$ cat src/rtl/i2s_pkg.sv
// Shared I2S framing constants and the BCLK edge event type used by both the
// transmit and receive control paths.
package i2s_pkg;

    localparam int SLOT_BITS  = 32;
    localparam int FRAME_BITS = 64;

    typedef enum logic [1:0] {
        BCLK_IDLE = 2'b00,
        BCLK_RISE = 2'b01,
        BCLK_FALL = 2'b10
    } bclkEvent_e;

endpackage

$ cat src/rtl/i2s_bclk_gen.sv
// Divides the system clock down to BCLK and flags the system-clock cycle in
// which each BCLK edge happens, so downstream logic stays in the clk domain.
module i2s_bclk_gen
    import i2s_pkg::*;
#(
    parameter int CLK_DIV = 4
) (
    input  logic       clk,
    input  logic       reset,
    output logic       bclk,
    output bclkEvent_e evt
);

    localparam int CNT_W = $clog2(CLK_DIV);

    logic [CNT_W-1:0] divCnt;
    logic             wrap;

    assign wrap = (divCnt == CNT_W'(CLK_DIV - 1));

    always_ff @(posedge clk) begin
        if (reset) begin
            divCnt <= '0;
            bclk   <= 1'b0;
        end else if (wrap) begin
            divCnt <= '0;
            bclk   <= ~bclk;
        end else begin
            divCnt <= divCnt + 1'b1;
        end
    end

    // The event describes the toggle committed at the coming clk edge.
    always_comb begin
        evt = BCLK_IDLE;
        if (wrap) begin
            evt = bclk ? BCLK_FALL : BCLK_RISE;
        end
    end

endmodule

$ cat src/rtl/i2s_transmitter.sv
// Master-mode I2S serializer: one holding register behind a valid/ready port,
// 64-bit frames of two 32-bit slots, data delayed one BCLK after each LRCLK edge.
module i2s_transmitter
    import i2s_pkg::*;
#(
    parameter int DATA_WIDTH = 24,
    parameter int CLK_DIV    = 4
) (
    input  logic                  clk,
    input  logic                  reset,
    input  logic [DATA_WIDTH-1:0] in_left,
    input  logic [DATA_WIDTH-1:0] in_right,
    input  logic                  in_valid,
    output logic                  in_ready,
    output logic                  BCLK,
    output logic                  LRCLK,
    output logic                  SDATA,
    output logic                  NewFrame,
    output logic                  underrun
);

    bclkEvent_e            evt;
    logic                  fe;
    logic                  load;
    logic                  accept;
    logic [5:0]            frameBit;
    logic [5:0]            nextBit;
    logic [4:0]            bitCount;
    logic                  holdFull;
    logic [DATA_WIDTH-1:0] holdLeft;
    logic [DATA_WIDTH-1:0] holdRight;
    logic [DATA_WIDTH-1:0] leftWord;
    logic [DATA_WIDTH-1:0] rightWord;
    logic [SLOT_BITS-1:0]  slotWord;
    logic                  sdataNext;

    i2s_bclk_gen #(
        .CLK_DIV (CLK_DIV)
    ) u_bclk_gen (
        .clk   (clk),
        .reset (reset),
        .bclk  (BCLK),
        .evt   (evt)
    );

    assign fe       = (evt == BCLK_FALL);
    assign load     = fe && (frameBit == 6'(FRAME_BITS - 1));
    assign accept   = in_valid && !holdFull;
    assign nextBit  = frameBit + 6'd1;
    assign bitCount = nextBit[4:0];
    assign LRCLK    = frameBit[5];
    assign in_ready = !holdFull;

    // Left-justify the word below a zero bit 31 so slot bit n maps to slotWord[31-n];
    // positions 0 and beyond DATA_WIDTH then fall on zeros without extra compares.
    always_comb begin
        slotWord  = (nextBit[5] ? SLOT_BITS'(rightWord) : SLOT_BITS'(leftWord))
                    << (SLOT_BITS - 1 - DATA_WIDTH);
        sdataNext = slotWord[5'(SLOT_BITS - 1) - bitCount];
    end

    always_ff @(posedge clk) begin
        if (reset) begin
            frameBit  <= 6'(FRAME_BITS - 1);
            holdFull  <= 1'b0;
            holdLeft  <= '0;
            holdRight <= '0;
            leftWord  <= '0;
            rightWord <= '0;
            SDATA     <= 1'b0;
            NewFrame  <= 1'b0;
            underrun  <= 1'b0;
        end else begin
            NewFrame <= 1'b0;
            underrun <= 1'b0;

            if (fe) begin
                frameBit <= nextBit;
                SDATA    <= sdataNext;
            end

            if (load) begin
                NewFrame <= 1'b1;
                if (holdFull) begin
                    leftWord  <= holdLeft;
                    rightWord <= holdRight;
                    holdFull  <= 1'b0;
                end else begin
                    leftWord  <= '0;
                    rightWord <= '0;
                    underrun  <= 1'b1;
                end
            end

            // A pair accepted in the load clk lands here and waits for the next frame.
            if (accept) begin
                holdLeft  <= in_left;
                holdRight <= in_right;
                holdFull  <= 1'b1;
            end
        end
    end

endmodule
$ cat config.mk
export PLATFORM = sky130hd
export DESIGN_NAME = i2s_transmitter
export DESIGN_NICKNAME = d
export VERILOG_FILES = /design/src/rtl/i2s_pkg.sv /design/src/rtl/i2s_bclk_gen.sv /design/src/rtl/i2s_transmitter.sv
export SDC_FILE = /design/constraint.sdc
export NUM_CORES = 1
export LEC_CHECK = 0
export CAP_MARGIN = 20
export CORE_MARGIN = 5
export CORE_UTILIZATION = 30
export CTS_CLUSTER_DIAMETER = 40
export CTS_CLUSTER_SIZE = 20
export DETAILED_ROUTE_END_ITERATION = 8
export PLACE_DENSITY = 0.61
export RECOVER_POWER = 100
export SETUP_SLACK_MARGIN = 0.15
export SKIP_CTS_REPAIR_TIMING = 1
export SLEW_MARGIN = 25
export SYNTH_ARGS = -nofsm -noshare
export SYNTH_HDL_FRONTEND = slang
export SYNTH_SLANG_ARGS = --single-unit
$ cat constraint.sdc
create_clock -name clk -period 3.2 [get_ports clk]
set_input_delay 0.64 -clock clk [delete_from_list [all_inputs] [get_ports clk]]
set_output_delay 0.64 -clock clk [all_outputs]
set_load 0.03 [all_outputs]
After elaboration in Yosys (flattened, before gate mapping)

Cells that the tools add are included.

Flip-flop bits (word level): 109
Bits of input ports: 51
Output and inout bits: 6
Word-level logic and storage cells: 37

Add/subtract/negate cells: 3
$lt $le $gt $ge: 1
Eq/ne operators: 3
Muxes and demuxes: 11
Bitwise gates (word level): 2
Reductions and logical operators: 6

Operators by type and width:

| operator            | number |
|---|---|
| $mux 24             | 3 |
| $add 6x1->6 const B | 1 |
| $eq 6x6->1 const B  | 1 |
| $lt 5x6->1 const B  | 1 |
| $bmux 1 s5          | 1 |
| $mux 1              | 5 |
| $sub 5x5->5 const A | 1 |
| $eq 2x2->1 const B  | 2 |
| $mux 2              | 2 |
| $reduce_or 2->1     | 2 |
| $add 2x1->2 const B | 1 |
| $logic_and 1x1->1   | 2 |
| $not 1->1           | 2 |
| $reduce_bool 2->1   | 1 |
| $logic_not 1->1     | 1 |

Longest topological paths before layout

Gate-level depths: netlist (run 1).

Depth in word-level cells: 6
Mapped depth: 10
Mapped depth without buffers: 7

Modules after synthesis

A second synthesis (run 1) with hierarchy kept.

Cells, all modules: 479
Area, all modules: 4391.7 sq um

By module, submodules not included:

| module          | instances | cells each | area an instance (sq um) | sequential area each (sq um) |
|---|---|---|---|---|
| i2s_transmitter | 1         | 469        | 4280.4                   | 2122.0 |
| i2s_bclk_gen    | 1         | 10         | 111.4                    | 60.1 |

Worst setup path after synthesis (run 1)

Ideal clock, no wire load.

Kind: flip-flop to flip-flop
From: register frameBit[0]
To: register SDATA
Library setup time: 0.129 ns
Arrival: 1.907 ns
Data required time: 3.071 ns
Path slack: 1.164 ns
Stages on the path, launching flop included: 7
Buffers on the path: 0
Clock period less this slack: 2.036 ns
Path through: dfxtp_1 ha_1 clkinv_2 mux4_1 a22o_1 a221oi_1 o32ai_1

Cells in the longest elaborated chain, start to end: 4
Elaborated cells between the ends (all ways): 5
Those cells by class: 2 x add/sub; 3 x mux

Ends and longest elaborated chain:

| item                         | line                  | RTL |
|---|---|---|
| from (decl)                  | i2s_transmitter.sv:26 | `logic [5:0] frameBit;` |
| from (signal assigned)       | i2s_transmitter.sv:64 | `frameBit <= 6'(FRAME_BITS - 1);` |
| from (signal assigned)       | i2s_transmitter.sv:78 | `frameBit <= nextBit;` |
| $add 6x1->6                  | i2s_transmitter.sv:49 | `assign nextBit = frameBit + 6'd1;` |
| net nextBit[1]               | i2s_transmitter.sv:27 | `logic [5:0] nextBit;` |
| $sub 5x5->5                  | i2s_transmitter.sv:59 | `sdataNext = slotWord[5'(SLOT_BITS - 1) - bitCount];` |
| $bmux 1 s5                   | i2s_transmitter.sv:59 |  |
| $mux 1 (not written as such) | i2s_transmitter.sv:59 |  |
| to (signal assigned)         | i2s_transmitter.sv:79 | `SDATA <= sdataNext;` |
| to (decl)                    | i2s_transmitter.sv:17 | `output logic SDATA,` |

The timed path passes the listed nets, and every way through them passes these cells. The select of a mux whose other input is x is not followed.
A chain may end at the register's enable or synchronous reset.

Worst setup path after layout (run 1)

From: register frameBit[0]
To: register SDATA

Cells in the longest elaborated chain, start to end: 4
Elaborated cells between the ends (all ways): 5
Those cells by class: 2 x add/sub; 3 x mux

Ends and longest elaborated chain:

| item                                          | line |
|---|---|
| $add 6x1->6 *                                 | i2s_transmitter.sv:49 |
| $sub 5x5->5 / $mux 24 (equally long branches) | i2s_transmitter.sv:59, i2s_transmitter.sv:57 |
| $bmux 1 s5 *                                  | i2s_transmitter.sv:59 |
| $mux 1 (not written as such) *                | i2s_transmitter.sv:59 |

Every way passes the cells marked *; elsewhere a longest branch is shown, timed or not. The select of a mux whose other input is x is not followed.

==> metrics.txt, run 1 <==
post-route setup slack 584 ps; Critical Path Most Common Cell and2_4; Avg Synthesized Cell Area 9.20 um^2; Pwr Total 0.00269 W; Cells after Synth 463; final period utilization 81.8%; dpl ws 832 ps; CTS H-tree depth 3; RSZ-0062 raised after global routing no; nets@finish 556; Most used DFF post-synth dfxtp_1; Clock Skew 5.54 ps; CP Cell Sequence and2_4 -> and2_4 -> xnor2_2 -> mux4_1 -> a22o_1 -> a221oi_1 -> o32ai_1; leading area contributor after synthesis dfxtp_1; vias per cell 4.82; Post-DP HPWL 7160 um; Net Count, Synth 516; Max Fclk 382 MHz; critical path type reg2reg; Reg area 2180 um^2; Clock transition at path regs 70 ps; Setup TNS 0 ps; Area Growth Syn to Fin 22.1%; Lkg Pwr 1.99 nW; Starting Density 30.7%; crit start category flop; most common cell in the netlist nand2_1; CP Capture Type flop; Post-synth top cells nand2_1 (113), dfxtp_1 (109), a21oi_1 (57); Tightest Pin Transition 1220 ps; Hold Vio Cnt, Final 0; grt peak-use layer met2; path type of the worst min-delay path reg2reg; slew margin rel. 18.6%; Mapped Area 4260 um^2; CP Max Fanout 12; initial DRC count 158; initial antenna violation count 0; share of the synthesized area in the top cell type 51.2%; status complete, no violations; Top Ports 57; P per Cell Area 517 nW/um^2; met2 Track Usage GR 21.7%; number of enable flip-flop cells after synthesis 0; final setup fails 0; Die Height 129 um; Ys Warns 0; Worst Path Required 3410 ps; Vias 3309; buffers and inverters on the worst path 0; vias in the first global route 3356; residual DRC count 0; worst path arrival time 2830 ps; met1 usage in global routing 15.7%; grt total ovfl 0; area of the multi-input gates 1870 um^2; Fill cells 1415; CTS Root Cell clkbuf_16; synthesis-stage register bit count 109; delay-heaviest family, CP XOR/XNOR gates; Port Buffers 56; Die Width 129 um; post-synthesis sequential area ratio 51.2%; antenna fix cells 0; min cycle time layout 2620 ps; DIE AREA 16700 um^2; max_cap viols 0; final core utilization 37.5%; CTS tree yes; DRT Pass-1 Iters 4; Critical Path Max Stage Delay 660 ps; first-pass GRT wire length 16700 um; M3 GR Usage 2.14%; Netlist cell types 42; Core ar. 13900 um^2; synth top area cells dfxtp_1 (51%), a22o_1 (10%), nand2_1 (10%), a21oi_1 (6.7%), mux2i_1 (3.3%); Peak VDD IR 0.227 mV; largest net degree at the start of global routing 64; Total GRT Usage 12.6%; post-DR wirelength/cell 14.5 um; final max-slew violation count 0; Routed WL 9960 um; share of cells above drive strength 1 6.11%; TritonCTS buffer count 9; CTS max path bufs 2; antenna-violating nets left 0; critical path's slowest cell xnor2_2; Row Count 43; Worst-Skew Late Latency 340 ps; Post-synth ARST share 0%; placer's final routability congestion estimate 0.771; CTS sink cnt 109
-- cell type report --
| cell class | instances | area share, % |
|---|---|---|
| clock buffer | 11 | 4.48 |
| clock inverter | 4 | 0.962 |
| inverter | 4 | 0.313 |
| multi-input combinational | 316 | 36.0 |
| sequential | 109 | 42.0 |
| tap | 180 | 4.33 |
| timing repair buffer | 63 | 12.0 |
-- through the flow --
step | std cells | instance area (um^2) | hold WS (ps)
final | 687 | 5200 | 428
after CTS | 687 | 5230 | 438
after floorplan | 463 | 4260 | 404
after detailed placement | 672 | 4950 | 429
after global placement | 671 | 4920 | 413
after global routing | 687 | 5200 | 453
-- where the power goes --
| part | total, W | internal (W) | switching, W | leakage, nW |
|---|---|---|---|---|
| combinational | 0.000210 | 0.000102 | 0.000108 | 0.970 |
| clock | 0.00106 | 0.000601 | 0.000455 | 0.132 |
| sequential | 0.00142 | 0.00140 | 0.0000241 | 0.887 |
-- kinds of logic after synthesis --
kind of cell               Yosys count  synth area share (%)
AOI/OAI and AO/OA                  127                  20.4
xor gates and xnor gates             8                  2.09
adders and majority gates            2                 0.588
buffers and inverters               38                  4.88
DFF                                109                  51.2
muxes                               18                  4.70
and+or+nand+nor                    161                  16.1
-- layout by cell type (no fill, tap or decap), drive strengths merged, types with 2 or more instances in the layout --
| cell type | count |
|---|---|
| dfxtp | 109 |
| and3 | 2 |
| nand2b | 5 |
| a21oi | 57 |
| a221oi | 3 |
| nor2 | 11 |
| dlygate4sd3 | 7 |
| clkdlybuf4s50 | 48 |
| a211oi | 3 |
| clkinvlp | 2 |
| o21ai | 7 |
| xor2 | 2 |
| buf | 5 |
| xnor2 | 6 |
| mux2 | 3 |
| mux2i | 14 |
| nand3 | 8 |
| nor2b | 2 |
| and2 | 2 |
| a31oi | 2 |
| or2 | 2 |
| clkbuf | 14 |
| ha | 2 |
| nor3 | 12 |
| nand2 | 113 |
| clkinv | 3 |
| inv | 2 |
| or3b | 2 |
| a22o | 49 |
-- path summary, 6_finish.rpt --
| kind | startpoint | endpoint | slack [ps] | depth (start not counted) |
|---|---|---|---|---|
| worst max register to register | frameBit[0]$_SDFFE_PP1N_ | SDATA$_SDFFE_PP0N_ | 580 | 7 |
| worst min register to register | u_bclk_gen.divCnt[0]$_SDFF_PP0_ | u_bclk_gen.divCnt[0]$_SDFF_PP0_ | 430 | 1 |
| worst min-delay path | u_bclk_gen.divCnt[0]$_SDFF_PP0_ | u_bclk_gen.divCnt[0]$_SDFF_PP0_ | 430 | 1 |
| worst max-delay path | frameBit[0]$_SDFFE_PP1N_ | SDATA$_SDFFE_PP0N_ | 580 | 7 |
-- registers in the layout (all words and copies together), names as in the netlist --
signal,cells
NewFrame,1
SDATA,1
frameBit,6
holdFull,1
holdLeft,24
holdRight,24
leftWord,24
rightWord,24
u_bclk_gen.bclk,1
u_bclk_gen.divCnt,2
underrun,1
-- metal layers --
layer	vias to the layer above	share of wire, %
li1	1698	-
met4	0	1.1
met3	7	2.8
met2	49	50
met5	-	0
met1	1555	46
-- worst reg2reg max path, cell delays in order, from the launching register on --
cell and delay, ps:
dfxtp_1 410, and2_4 190, and2_4 190, xnor2_2 660, mux4_1 400, a22o_1 240, a221oi_1 280, o32ai_1 130
Power figures use the tool's default switching activity.
==> run 2: changes to the inputs <==
==> constraint.sdc (replaced) <==
create_clock -name clk -period 2.5 [get_ports clk]
set_input_delay 0.5 -clock clk [delete_from_list [all_inputs] [get_ports clk]]
set_output_delay 0.5 -clock clk [all_outputs]
set_load 0.03 [all_outputs]
==> metrics.txt, run 2 (synthesis gave the netlist of run 1 again) <==
fin area 5310 um^2; Starting Density 30.7%; initial antenna violation count 0; path type of the worst min-delay path reg2reg; CP Capture Type flop; initial DRC count 202; DRT Pass-1 Iters 4; Routed WL 10100 um; Port Buffers 56; Placed Area 5000 um^2; DIE AREA 16700 um^2; Clock Skew 5.76 ps; P per Cell Area 683 nW/um^2; hold path startpoint u_bclk_gen.divCnt[0]$_SDFF_PP0_; most common cell after layout, fill and taps aside nand2_1; antenna fix cells 0; M1 WL 4600 um; worst path arrival time 2500 ps; Vias 3403; CTS max path bufs 2; antenna-violating nets left 0; CP Launch Point frameBit[0]$_SDFFE_PP1N_; Worst Path Required 2720 ps; slew margin rel. 37.8%; hold depth 1; FF-to-FF End SDATA$_SDFFE_PP0N_; Lkg Pwr 2.05 nW; residual DRC count 0; final setup fails 0; R2R Path Start frameBit[0]$_SDFFE_PP1N_; DR WL met3 312 um; final period utilization 91.0%; Fill cells 1452; met2 routed WL 4880 um; vias in the first global route 3288; max layer used met4; Peak VDD IR 0.287 mV; Clock transition at path regs 70 ps; Tightest Pin Transition 934 ps; Die Width 129 um; most frequent cells in the layout nand2_1 (113), dfxtp_1 (107), a21oi_1 (57); R2R setup slack 220 ps; min cycle time layout 2280 ps; Post-DP HPWL 7340 um; share of cells above drive strength 1 8.37%; Hold Vio Cnt, Final 0; final core utilization 38.2%; max_cap viols 0; nets@finish 562; critical path type reg2reg; first-pass GRT wire length 16500 um; CP Max Fanout 9; Max Fclk 439 MHz; RSZ-0062 raised after global routing yes; crit start category flop; CTS H-tree depth 3; Core ar. 13900 um^2; CTS Root Cell clkbuf_16; Die Height 129 um; post-DR wirelength/cell 14.5 um; largest net degree at the start of global routing 50; Setup TNS 0 ps; Worst-Skew Late Latency 340 ps; CTS tree yes; Total GRT Usage 12.5%; Top Ports 57; final max-slew violation count 0; placer's final routability congestion estimate 0.870; Hold Path Sink u_bclk_gen.divCnt[0]$_SDFF_PP0_; TritonCTS buffer count 9; Reg2Reg Depth 6; grt total ovfl 0; post-route setup slack 225 ps; Row Count 43; CTS sink cnt 109; dpl ws 120 ps; status complete, no violations; vias per cell 4.90; Area Growth Syn to Fin 24.7%
[run 2: changes by cell type in the layout (fill, tap and decap cells not counted), sizes merged]
cell | previous run | this run
clkdlybuf4s50 | 48 | 49
clkinvlp | 2 | 0
bufinv | 1 | 2
clkinv | 3 | 4
buf | 5 | 11
dlygate4sd3 | 7 | 6
clkbuf | 14 | 15
[run 2: layout make-up]
cell class	count	area [um^2]	share of cell area (%)
inverter	4	16.3	0.306
clock buffer	12	256	4.83
multi-input combinational	316	1900	35.7
sequential	109	2180	41.2
clock inverter	4	70.1	1.32
tap	180	225	4.24
timing repair buffer	69	659	12.4
[run 2: critical path, stage by stage (launching register included)]
cell	delay (ps)
dfxtp_2	370
ha_1	390
clkinv_2	140
mux4_1	560
a22o_1	240
a221oi_1	310
o32ai_1	140
[run 2: per-stage QoR]
step                      total power (W)  hold WS [ps]  instances
final                             0.00362           440        694
after global routing              0.00378           461        694
after CTS                         0.00367           445        694
after detailed placement          0.00214           433        678
after global placement            0.00214           413        678
after floorplan                   0.00201           404        463
[run 2: worst max path at each step]
| stage | depth (start not counted) | slack, ps | endpoint |
|---|---|---|---|
| floorplan | 6 | 460 | SDATA$_SDFFE_PP0N_ |
| global route | 7 | 70 | leftWord[23]$_SDFFE_PP0P_ |
| finish | 6 | 220 | SDATA$_SDFFE_PP0N_ |
| global placement | 6 | 220 | SDATA$_SDFFE_PP0N_ |
| CTS | 6 | 120 | SDATA$_SDFFE_PP0N_ |
| detailed placement | 6 | 120 | SDATA$_SDFFE_PP0N_ |
[run 2: where the power goes]
| group | internal (W) | switching, W | leakage (nW) | total (W) |
|---|---|---|---|---|
| Clock | 0.000929 | 0.000597 | 0.163 | 0.00153 |
| Combinational | 0.000133 | 0.000140 | 1.00 | 0.000273 |
| Sequential | 0.00179 | 0.0000322 | 0.885 | 0.00182 |
[run 2: layer usage]
metal / track usage [%] / vias to the layer above
met5: 0 / -
met4: 4.39 / 0
met3: 3.46 / 18
met2: 20.6 / 59
met1: 15.7 / 1610
li1: - / 1716
==> run 3: changes to the inputs <==
--- a/config.mk
+++ b/config.mk
@@ -8,6 +8,7 @@
 export CAP_MARGIN = 20
 export CORE_MARGIN = 5
 export CORE_UTILIZATION = 30
+export CTS_BUF_LIST = sky130_fd_sc_hd__clkbuf_8
 export CTS_CLUSTER_DIAMETER = 40
 export CTS_CLUSTER_SIZE = 20
 export DETAILED_ROUTE_END_ITERATION = 8
==> constraint.sdc (replaced) <==
create_clock -name clk -period 2.6 [get_ports clk]
set_input_delay 0.52 -clock clk [delete_from_list [all_inputs] [get_ports clk]]
set_output_delay 0.52 -clock clk [all_outputs]
set_load 0.03 [all_outputs]
==> metrics.txt, run 3 (synthesis gave the netlist of run 1 again) <==
status complete, no violations; slew margin rel. 40.9%; Worst-Skew Late Latency 360 ps; post-DR wirelength/cell 14.2 um; Max Fclk 419 MHz; CTS max path bufs 2; RSZ-0062 raised after global routing no; Peak VDD IR 0.289 mV; P_sw 0.000675 W; CP Capture Type flop; DRT Pass-1 Iters 5; Lkg Pwr 2.00 nW; placer's final routability congestion estimate 0.824; DIE AREA 16700 um^2; first-pass GRT wire length 16100 um; worst path arrival time 2620 ps; hold depth 2; grt total ovfl 0; Port Buffers 56; hold path startpoint reset; antenna fix cells 0; Vias 3337; most frequent cells in the layout nand2_1 (113), dfxtp_1 (108), a21oi_1 (57); Placed Cells 673; antenna-violating nets left 0; final max-slew violation count 0; fin area 5180 um^2; Core ar. 13900 um^2; Logic pwr share 8.5%; CTS sink cnt 109; Starting Density 30.7%; CP Launch Point frameBit[4]$_SDFFE_PP1N_; P per Cell Area 588 nW/um^2; Total GRT Usage 12.0%; initial antenna violation count 0; Sw Ratio 22.2%; Clk pwr share 34.0%; Placed Area 4960 um^2; Reg2Reg Depth 8; nets@finish 562; min cycle time layout 2390 ps; Row Count 43; Setup TNS 0 ps; Routed WL 9800 um; Top Ports 57; largest net degree at the start of global routing 61; CTS tree yes; Fill cells 1438; Worst Path Required 2840 ps; most common cell after layout, fill and taps aside nand2_1; share of cells above drive strength 1 7.42%; P_int 0.00237 W; minimum hold slack 396 ps; CTS Root Cell clkbuf_8; Hold Vio Cnt, Final 0; vias per cell 4.82; CP Max Fanout 9; residual DRC count 0; critical path type reg2reg; Area Growth Syn to Fin 21.6%; Clock Skew 9.73 ps; Die Width 129 um; Post-DP HPWL 7050 um; final setup fails 0; CTS H-tree depth 3; Non-Filler Instances 692; crit start category flop; Clock transition at path regs 90 ps; final period utilization 91.8%; vias in the first global route 3303; R2R Path Start frameBit[4]$_SDFFE_PP1N_; path type of the worst min-delay path in2reg; initial DRC count 160; Die Height 129 um; Tightest Pin Transition 887 ps; max_cap viols 0; TritonCTS buffer count 9; Reg power frac 57.5%
==> run 3: cell count changes in the layout (fill, tap and decap cells not counted), sizes merged <==
cell | previous run | this run
buf | 11 | 12
clkbuf | 15 | 11
dlygate4sd3 | 6 | 7
clkinv | 4 | 2
clkdlybuf4s50 | 49 | 48
inv | 2 | 5
==> run 3: cell type report <==
cell class                      instances  area [um^2]  area share [%]
Inverter                                4         16.3           0.314
Multi-Input combinational cell        316         1890            36.4
Clock inverter                          5         71.3            1.38
Tap cell                              180          225            4.35
Sequential cell                       109         2180            42.2
Clock buffer                            9          124            2.39
Timing Repair Buffer                   69          673            13.0
==> run 3: power groups by stage <==
stage                     clock network [W]  logic [W]  registers (W)
final                               0.00104   0.000259        0.00175
after global routing                0.00113   0.000293        0.00176
after CTS                           0.00107   0.000263        0.00175
after detailed placement                  0   0.000262        0.00179
after global placement                    0   0.000257        0.00179
after floorplan                           0   0.000149        0.00178
==> run 3: path summary, 6_finish.rpt <==
path | to | slack (ps)
setup / recovery | SDATA$_SDFFE_PP0N_ | 210
setup reg to reg | SDATA$_SDFFE_PP0N_ | 210
hold reg to reg | u_bclk_gen.divCnt[0]$_SDFF_PP0_ | 430
hold / removal | u_bclk_gen.bclk$_SDFFE_PP0P_ | 400
==> run 3: per-stage QoR <==
stage          setup slack (ps)  utilization (%)  power (W)
6_report                    213             37.3    0.00305
5_1_grt                     106             37.3    0.00318
4_1_cts                     171             37.1    0.00309
3_5_place_dp                198             35.7    0.00206
3_3_place_gp                299             35.7    0.00205
2_1_floorplan               564                -    0.00193
==> run 3: per-layer routing <==
metal / part of all wire, % / vias to the layer above / global-route usage (%)
met5: 0 / - / 0
met3: 3.3 / 8 / 3.26
met2: 50 / 55 / 20.9
met4: 1.4 / 0 / 3.77
met1: 45 / 1573 / 14.5
li1: - / 1701 / -
==> run 3: worst max-delay path, cell delays in order, from the launching register on <==
cell and delay (ps):
dfxtp_1 470, and3_1 220, and2_4 230, xnor2_4 160, clkbuf_2 290, mux2i_1 250
a211oi_1 90, a221oi_1 400, o32ai_1 140
